<file path="src/rtl/pipelined_datapath_if.sv">
// Data-memory port of the pipelined datapath: one request/ready handshake
// carrying a single load or store per accepted cycle.
interface pipelined_datapath_if #(
  parameter int DATA_W = 24
);
  logic              mem_req;
  logic              mem_we;
  logic [DATA_W-1:0] mem_addr;
  logic [DATA_W-1:0] mem_wdata;
  logic [DATA_W-1:0] mem_rdata;
  logic              mem_ready;

  // datapath side issues requests
  modport master (
    output mem_req, mem_we, mem_addr, mem_wdata,
    input  mem_rdata, mem_ready
  );

  // memory side answers them
  modport slave (
    input  mem_req, mem_we, mem_addr, mem_wdata,
    output mem_rdata, mem_ready
  );
endinterface

</file>
<file path="src/rtl/pipelined_datapath.sv">
// Three-stage (Decode / Execute / Writeback) datapath: PC, register file,
// immediate extender, ALU, D/E and E/W pipeline registers, WB->EX forwarding,
// branch resolution in Execute with a one-bubble flush, and stall on a
// data-memory access that is not yet ready.
module pipelined_datapath #(
  parameter int DATA_W = 24,
  parameter int PC_W   = 16,
  parameter int REG_AW = 4,
  parameter int IMM_W  = 12
) (
  input  logic                  clk,
  input  logic                  rst,
  output logic [PC_W-1:0]       pc,
  input  logic [DATA_W-1:0]     inst,
  input  logic                  reg_write,
  input  logic                  alu_src,
  input  logic                  mem_to_reg,
  input  logic                  mem_write,
  input  logic                  mem_read,
  input  logic                  branch,
  input  logic                  imm_signed,
  input  logic                  st_src,
  input  logic [1:0]            alu_control,
  pipelined_datapath_if.master  dmem,
  output logic [3:0]            flags,
  output logic                  stall,
  output logic                  wb_valid,
  output logic [REG_AW-1:0]     wb_addr,
  output logic [DATA_W-1:0]     wb_data
);

  localparam int NREG = 1 << REG_AW;
  localparam int MSB  = DATA_W - 1;

  typedef struct packed {
    logic              valid;
    logic [DATA_W-1:0] a;
    logic [DATA_W-1:0] b;
    logic [DATA_W-1:0] imm;
    logic [REG_AW-1:0] rd;
    logic [REG_AW-1:0] ra1;
    logic [REG_AW-1:0] ra2;
    logic              reg_write;
    logic              alu_src;
    logic              mem_to_reg;
    logic              mem_write;
    logic              mem_read;
    logic              branch;
    logic [1:0]        alu_ctl;
  } de_t;

  typedef struct packed {
    logic              valid;
    logic              reg_write;
    logic [REG_AW-1:0] rd;
    logic [DATA_W-1:0] data;
  } ew_t;

  logic [PC_W-1:0]   pc_q, pc_d;
  de_t               de_q, de_d, de_in_s;
  ew_t               ew_q, ew_d;
  logic [DATA_W-1:0] regs_q [NREG];
  logic [DATA_W-1:0] regs_d [NREG];

  logic [REG_AW-1:0] ra1_s, ra2_s;
  logic [DATA_W-1:0] fwd_a_s, fwd_b_s, src_b_s, alu_res_s;
  logic [DATA_W:0]   sum_s;
  logic              flag_c_s, flag_v_s;
  logic              mem_req_s, stall_s, take_branch_s;
  logic              unused_inst_s;

  // opcode bits are decoded by the external control unit, not here
  assign unused_inst_s = ^inst[DATA_W-1:20];

  assign wb_valid = ew_q.valid & ew_q.reg_write;
  assign wb_addr  = ew_q.rd;
  assign wb_data  = ew_q.data;
  assign pc       = pc_q;

  // Decode: field extraction, write-through register reads, immediate extension
  always_comb begin
    ra1_s = inst[12 +: REG_AW];
    ra2_s = st_src ? inst[16 +: REG_AW] : inst[8 +: REG_AW];
    de_in_s            = de_q;
    de_in_s.valid      = 1'b1;
    de_in_s.ra1        = ra1_s;
    de_in_s.ra2        = ra2_s;
    de_in_s.rd         = inst[16 +: REG_AW];
    de_in_s.a          = (wb_valid && (wb_addr == ra1_s)) ? wb_data : regs_q[ra1_s];
    de_in_s.b          = (wb_valid && (wb_addr == ra2_s)) ? wb_data : regs_q[ra2_s];
    if (imm_signed) begin
      de_in_s.imm = {{(DATA_W-IMM_W){inst[IMM_W-1]}}, inst[IMM_W-1:0]};
    end else begin
      de_in_s.imm = {{(DATA_W-IMM_W){1'b0}}, inst[IMM_W-1:0]};
    end
    de_in_s.reg_write  = reg_write;
    de_in_s.alu_src    = alu_src;
    de_in_s.mem_to_reg = mem_to_reg;
    de_in_s.mem_write  = mem_write;
    de_in_s.mem_read   = mem_read;
    de_in_s.branch     = branch;
    de_in_s.alu_ctl    = alu_control;
  end

  // Execute operand selection with Writeback forwarding
  always_comb begin
    fwd_a_s = (wb_valid && (wb_addr == de_q.ra1)) ? wb_data : de_q.a;
    fwd_b_s = (wb_valid && (wb_addr == de_q.ra2)) ? wb_data : de_q.b;
    src_b_s = de_q.alu_src ? de_q.imm : fwd_b_s;
  end

  // ALU and its carry/overflow flags; logic ops clear C and V
  always_comb begin
    sum_s     = {(DATA_W+1){1'b0}};
    alu_res_s = {DATA_W{1'b0}};
    flag_c_s  = 1'b0;
    flag_v_s  = 1'b0;
    case (de_q.alu_ctl)
      2'b00: begin
        sum_s     = {1'b0, fwd_a_s} + {1'b0, src_b_s};
        alu_res_s = sum_s[DATA_W-1:0];
        flag_c_s  = sum_s[DATA_W];
        flag_v_s  = (fwd_a_s[MSB] == src_b_s[MSB]) && (alu_res_s[MSB] != fwd_a_s[MSB]);
      end
      2'b01: begin
        // carry out of a + ~b + 1 is the no-borrow indication
        sum_s     = {1'b0, fwd_a_s} + {1'b0, ~src_b_s} + {{DATA_W{1'b0}}, 1'b1};
        alu_res_s = sum_s[DATA_W-1:0];
        flag_c_s  = sum_s[DATA_W];
        flag_v_s  = (fwd_a_s[MSB] != src_b_s[MSB]) && (alu_res_s[MSB] != fwd_a_s[MSB]);
      end
      2'b10: alu_res_s = fwd_a_s & src_b_s;
      2'b11: alu_res_s = fwd_a_s | src_b_s;
      default: alu_res_s = {DATA_W{1'b0}};
    endcase
  end

  assign mem_req_s     = de_q.valid & (de_q.mem_read | de_q.mem_write);
  assign stall_s       = mem_req_s & ~dmem.mem_ready;
  assign take_branch_s = de_q.valid & de_q.branch & ~stall_s;

  assign dmem.mem_req   = mem_req_s;
  assign dmem.mem_we    = de_q.valid & de_q.mem_write;
  assign dmem.mem_addr  = alu_res_s;
  assign dmem.mem_wdata = fwd_b_s;
  assign stall          = stall_s;
  assign flags          = de_q.valid ? {alu_res_s[MSB], (alu_res_s == {DATA_W{1'b0}}), flag_c_s, flag_v_s}
                                     : 4'b0000;

  // Pipeline advance: stall holds PC/D-E, branch flushes D-E, otherwise step
  always_comb begin
    pc_d           = pc_q;
    de_d           = de_q;
    ew_d.valid     = de_q.valid;
    ew_d.reg_write = de_q.reg_write;
    ew_d.rd        = de_q.rd;
    ew_d.data      = de_q.mem_to_reg ? dmem.mem_rdata : alu_res_s;
    if (stall_s) begin
      // the producer leaves Writeback during the stall, so keep its value here
      de_d.a         = fwd_a_s;
      de_d.b         = fwd_b_s;
      ew_d.valid     = 1'b0;
      ew_d.reg_write = 1'b0;
    end else if (take_branch_s) begin
      pc_d       = alu_res_s[PC_W-1:0];
      de_d       = de_in_s;
      de_d.valid = 1'b0;
    end else begin
      pc_d = pc_q + {{(PC_W-1){1'b0}}, 1'b1};
      de_d = de_in_s;
    end
  end

  // Register file write at the end of Writeback
  always_comb begin
    regs_d = regs_q;
    if (wb_valid) begin
      regs_d[wb_addr] = wb_data;
    end else begin
      regs_d = regs_q;
    end
  end

  // State registers; reset discards everything in flight
  always_ff @(posedge clk or negedge rst) begin
    if (!rst) begin
      pc_q <= {PC_W{1'b0}};
      de_q <= {$bits(de_t){1'b0}};
      ew_q <= {$bits(ew_t){1'b0}};
      for (int i = 0; i < NREG; i++) begin
        regs_q[i] <= {DATA_W{1'b0}};
      end
    end else begin
      pc_q   <= pc_d;
      de_q   <= de_d;
      ew_q   <= ew_d;
      regs_q <= regs_d;
    end
  end

endmodule
</file>
<file path="src/flat_wrapper.sv">
// flat-port wrapper written by rule: the top's interface ports become plain ports
module pipelined_datapath_flat 
#(
  parameter int DATA_W = 24,
  parameter int PC_W   = 16,
  parameter int REG_AW = 4,
  parameter int IMM_W  = 12
)
  (clk, rst, pc, inst, reg_write, alu_src, mem_to_reg, mem_write, mem_read, branch, imm_signed, st_src, alu_control, flags, stall, wb_valid, wb_addr, wb_data, dmem_mem_req, dmem_mem_we, dmem_mem_addr, dmem_mem_wdata, dmem_mem_rdata, dmem_mem_ready);
  pipelined_datapath_if #(.DATA_W(DATA_W)) dmem_i ();
  input  logic clk;
  input  logic rst;
  output logic [PC_W-1:0] pc;
  input  logic [DATA_W-1:0] inst;
  input  logic reg_write;
  input  logic alu_src;
  input  logic mem_to_reg;
  input  logic mem_write;
  input  logic mem_read;
  input  logic branch;
  input  logic imm_signed;
  input  logic st_src;
  input  logic [1:0] alu_control;
  output logic [3:0] flags;
  output logic stall;
  output logic wb_valid;
  output logic [REG_AW-1:0] wb_addr;
  output logic [DATA_W-1:0] wb_data;
  output wire logic [$bits(dmem_i.mem_req)-1:0] dmem_mem_req;
  output wire logic [$bits(dmem_i.mem_we)-1:0] dmem_mem_we;
  output wire logic [$bits(dmem_i.mem_addr)-1:0] dmem_mem_addr;
  output wire logic [$bits(dmem_i.mem_wdata)-1:0] dmem_mem_wdata;
  input wire logic [$bits(dmem_i.mem_rdata)-1:0] dmem_mem_rdata;
  input wire logic [$bits(dmem_i.mem_ready)-1:0] dmem_mem_ready;
  assign dmem_mem_req = dmem_i.mem_req;
  assign dmem_mem_we = dmem_i.mem_we;
  assign dmem_mem_addr = dmem_i.mem_addr;
  assign dmem_mem_wdata = dmem_i.mem_wdata;
  assign dmem_i.mem_rdata = dmem_mem_rdata;
  assign dmem_i.mem_ready = dmem_mem_ready;
  pipelined_datapath #(.DATA_W(DATA_W), .PC_W(PC_W), .REG_AW(REG_AW), .IMM_W(IMM_W)) u_core (.clk(clk), .rst(rst), .pc(pc), .inst(inst), .reg_write(reg_write), .alu_src(alu_src), .mem_to_reg(mem_to_reg), .mem_write(mem_write), .mem_read(mem_read), .branch(branch), .imm_signed(imm_signed), .st_src(st_src), .alu_control(alu_control), .dmem(dmem_i), .flags(flags), .stall(stall), .wb_valid(wb_valid), .wb_addr(wb_addr), .wb_data(wb_data));
endmodule
</file>
<file path="config.mk">
export PLATFORM = sky130hd
export DESIGN_NAME = pipelined_datapath_flat
export DESIGN_NICKNAME = d
export VERILOG_FILES = /design/src/rtl/pipelined_datapath_if.sv /design/src/rtl/pipelined_datapath.sv /design/src/flat_wrapper.sv
export SDC_FILE = /design/constraint.sdc
export NUM_CORES = 1
export LEC_CHECK = 0
export CAP_MARGIN = 10
export CORE_UTILIZATION = 52
export CTS_BUF_LIST = sky130_fd_sc_hd__clkbuf_2 sky130_fd_sc_hd__clkbuf_4 sky130_fd_sc_hd__clkbuf_8
export DETAILED_ROUTE_END_ITERATION = 8
export HOLD_SLACK_MARGIN = 0.02
export PLACE_DENSITY_LB_ADDON = 0.2
export SLEW_MARGIN = 30
export SYNTH_ARGS = -nofsm -noshare
export SYNTH_HDL_FRONTEND = slang
export SYNTH_SLANG_ARGS = --single-unit
</file>
<file path="constraint.sdc">
create_clock -name clk -period 8.5 [get_ports clk]
set_input_delay 1.7 -clock clk [delete_from_list [all_inputs] [get_ports clk]]
set_output_delay 1.7 -clock clk [all_outputs]
set_load 0.02 [all_outputs]
</file>
==> results.py <==
metrics = {
    "clock_network": {
        "numClockSinks": 512,
        "worst_skew_pair.late_latency_ps": 690,
        "worst_setup_hold_path_clk_slew_ps": 60,
        "cts_max_level": 3,
        "numCtsBuffers": 87,
        "postCtsHoldBufs": 0,
        "clock_tree_from_tritoncts": "yes",
        "root_buffer": "sky130_fd_sc_hd__clkbuf_8",
        "cts_max_path_buffers": 3,
    },
    "critical_path": {
        "crit-reg2reg-launch": "u_core.ew_q[29]",
        "crit_fanout": 9,
        "worst-endpoint-arrival_ps": 6390,
        "start_kind": "flop",
        "cp_top_family": "simple AND/OR/NAND/NOR gates",
        "cp_data_required_time_ps": 6800,
        "cpMaxStageDelayCell": "sky130_fd_sc_hd__or4_4",
        "cp-startpoint": "u_core.wb_addr[3]",
        "rr_worst_depth": 18,
        "regToRegSetupSlack_ps": 3270,
        "critPathBufInv": 3,
        "critical_path.cell_chain": "xor2_1, nor3_1, nand3_1, buf_4, mux2_2, mux2i_1, inv_1, ha_1, fa_1, a211oi_2, o21ai_2, o31a_1, xnor2_2, o221ai_2, or4_4, nor4b_4, nand4_1, or4_1, nor4_2, dlymetal6s2s_1",
        "endpoint_kind": "primary output",
        "cp_slowest_stage_delay_ps": 570,
        "critical_path_class": "reg -> out",
        "cp_num_cells": 20,
    },
    "finish": {
        "final_net_count": 2709,
        "register_area_sq_mm": 0.0128,
        "postLayoutCoreUtil": 0.599,
        "area.growth.synth_to_final_pct": 13.3,
        "commonest_cells_after_routing_fill_and_taps_aside": "sky130_fd_sc_hd__dfrtp_1 (511), sky130_fd_sc_hd__mux2_2 (461), sky130_fd_sc_hd__nand2_1 (235), sky130_fd_sc_hd__mux4_2 (216), sky130_fd_sc_hd__clkdlybuf4s50_1 (150)",
        "final_common_cell": "sky130_fd_sc_hd__dfrtp_1",
        "multi_input_area_sq_mm": 0.0165,
        "final_design_area_no_fill_sq_mm": 0.0347,
        "num-fill-cells": 4628,
        "layout-drive-gt1-share": 0.362,
    },
    "synthesis": {
        "synth.lib_cells_used.distinct": 85,
        "average_instance_area_after_synthesis_sq_um": 12.2,
        "synthDominantCellAreaShare": 0.418,
        "synth.net_count": 2647,
        "synth-warning-count": 0,
        "netlist.top_cell.by_area": "sky130_fd_sc_hd__dfrtp_1",
        "synthArstFlopShare": 1.00,
        "post_synth_inst_count": 2511,
        "synth_enable_flop_cells": 0,
        "synth.yosys.seq_area_share": 0.418,
        "ys_dominant_reg_cell": "sky130_fd_sc_hd__dfrtp_1",
        "synth_top_cells_by_area": "sky130_fd_sc_hd__dfrtp_1 (42%), sky130_fd_sc_hd__mux2_2 (17%), sky130_fd_sc_hd__mux4_2 (16%), sky130_fd_sc_hd__ha_1 (3.0%), sky130_fd_sc_hd__nand2_1 (2.9%)",
        "ys_ff_latch": 512,
        "cell_area_after_synthesis_sq_mm": 0.0306,
    },
    "drt": {
        "maxUsedRoutingLayer": "met4",
        "first_pass_iters": 5,
        "total_routed_wire_length_on_the_met1_layer_um": 38300,
        "drc": 0,
        "route.final.wire_length_um": 89900,
        "number_of_routed_nets_with_antenna_violations": 0,
        "detail_route.wl_per_cell_um": 26.4,
        "route.detailed.vias_per_inst": 6.37,
        "dr_wl_met3_um": 6330,
        "detail_route.iter0.violations": 1835,
        "via_count": 21700,
        "detailroute.wirelength.met2_um": 42900,
    },
    "die": {
        "start_util": 0.529,
        "floorplan.io_pins": 161,
        "floorplan.die.width_um": 245,
        "design.die.area_sq_mm": 0.0599,
        "row_count": 88,
        "die-height_um": 245,
        "core_region_area_sq_mm": 0.0579,
    },
    "pwr": {
        "static-leakage-power_uw": 0.0155,
        "clkPwrFrac": 0.196,
        "sw_frac_of_total": 0.398,
        "power.density_mw_per_mm2": 363,
        "internal_power_uw": 7580,
        "power.switching_uw": 5010,
        "worst_ir_drop_vdd_mv": 0.295,
        "combPwrFrac": 0.458,
        "sequentialPowerShare": 0.346,
    },
    "placed_design": {
        "port_buffers": 156,
        "place.gp.congestion": 0.982,
        "detailedPlacementHpwl_um": 57900,
        "placed_cell_area_sq_mm": 0.0327,
        "dp_slack_ps": 537,
    },
    "timing": {
        "finalHoldWorstSlack_ps": 391,
        "max_slew.worst_pin.slew_ps": 918,
        "grt_setup_unrepaired": "false",
        "final_tns_setup_ps": 0,
        "timing.final.crit_share": 0.952,
        "report.final.hold_viol_count": 0,
        "setup_viol": 0,
        "setup_ws_ps": 407,
        "clock-skew-final_ps": 37.2,
        "final_max_slew_viol_count": 0,
        "fmaxAchievable_ghz": 0.124,
        "timing.slew.headroom": 0.388,
        "period_needed_ps": 8090,
    },
    "grt": {
        "antenna_found_initial": 1,
        "first_global_vias": 22900,
        "global_route_wire_length_before_repair_um": 139000,
        "grt_util_all_layers": 0.306,
        "grt_start_max_net_pins": 176,
        "overflow": 0,
    },
    "status": {
        "result_of_the_run": "complete, no violations",
    },
    "run": {
        "drv_cap": 0,
    },
    "min_path": {
        "min_path_cells": 0,
        "hold_path_class": "reg -> reg",
        "timing.hold.worst.start": "u_core.de_q[18]",
    },
}
## power groups by stage
stage	sequential [uW]	combinational, uW	clock [uW]
final	4350	5770	2470
after global routing	4470	6190	2640
after global placement	4250	5610	0
after detailed placement	4350	5700	0
after floorplan	3830	4210	0
after CTS	4310	5730	2520
## routing by layer
metal / track usage / vias to the layer above
li1: - / 9372
met1: 0.422 / 11300
met2: 0.490 / 882
met3: 0.0570 / 149
met4: 0.101 / 0
met5: 0 / -
## synthesized netlist by cell type, types with 28 or more instances
master / count
sky130_fd_sc_hd__mux2i_1: 61
sky130_fd_sc_hd__a211oi_1: 33
sky130_fd_sc_hd__dfrtp_1: 512
sky130_fd_sc_hd__buf_4: 30
sky130_fd_sc_hd__clkbuf_1: 179
sky130_fd_sc_hd__mux2_2: 461
sky130_fd_sc_hd__ha_1: 73
sky130_fd_sc_hd__nor2_1: 88
sky130_fd_sc_hd__inv_1: 81
sky130_fd_sc_hd__and2_1: 29
sky130_fd_sc_hd__a21oi_1: 49
sky130_fd_sc_hd__a31oi_1: 28
sky130_fd_sc_hd__mux4_2: 216
sky130_fd_sc_hd__o21ai_0: 114
sky130_fd_sc_hd__nand2_1: 235
## final timing paths
path,to
min in group asynchronous,u_core.regs_q[174]
max reg2reg,u_core.wb_data[23]
max,flags[2]
max in group asynchronous,u_core.wb_data[22]
min reg2reg,u_core.wb_addr[2]
min,u_core.wb_addr[2]
## worst reg2reg max path: cells and delay by family (launching register included)
kind | cells | cell delay [ps]
adders and majority gates | 1 | 290
xor gates and xnor gates | 1 | 170
muxes | 3 | 1050
DFF | 1 | 360
and+or+nand+nor | 5 | 1220
AOI/OAI and AO/OA | 5 | 1370
buffers and inverters | 3 | 650
## flip-flops by register name (all words and copies together) (netlist names)
| register | count |
|---|---|
| u_core.de_q | 82 |
| u_core.ew_q | 2 |
| u_core.pc | 16 |
| u_core.regs_q | 384 |
| u_core.wb_addr | 4 |
| u_core.wb_data | 24 |
## metrics by stage
step	total power (uW)	cells
detailed placement	10100	3248
finish	12600	3410
CTS	12600	3408
floorplan	8040	2511
global route	13300	3410
global placement	9860	3247
## cell type report
class | instances | share of cell area
antenna | 1 | 0.0000721
clock buffer | 141 | 0.0503
clock inverter | 19 | 0.00635
inverter | 84 | 0.00920
multi-input combinational | 1669 | 0.477
sequential | 512 | 0.369
tap | 765 | 0.0276
timing repair buffer | 219 | 0.0603
## cell families (layout without fill, tap and decap cells)
| family | Yosys count | after routing | synth area share |
|---|---|---|---|
| other | 0 | 1 | 0 |
| buffers and inverters | 330 | 463 | 0.0454 |
| xor gates and xnor gates | 37 | 37 | 0.0108 |
| muxes | 739 | 739 | 0.349 |
| and+or+nand+nor | 477 | 477 | 0.0714 |
| adders and majority gates | 75 | 75 | 0.0311 |
| AOI/OAI and AO/OA | 341 | 341 | 0.0739 |
| DFF | 512 | 512 | 0.418 |
## timing repair
item                       in CTS  in global routing
setup endpoints to repair       1                  1
resized for setup               4                  2
setup buffers                   0                  0
cloned                          0                  0
No activity file was read; power rests on OpenSTA's default activity.
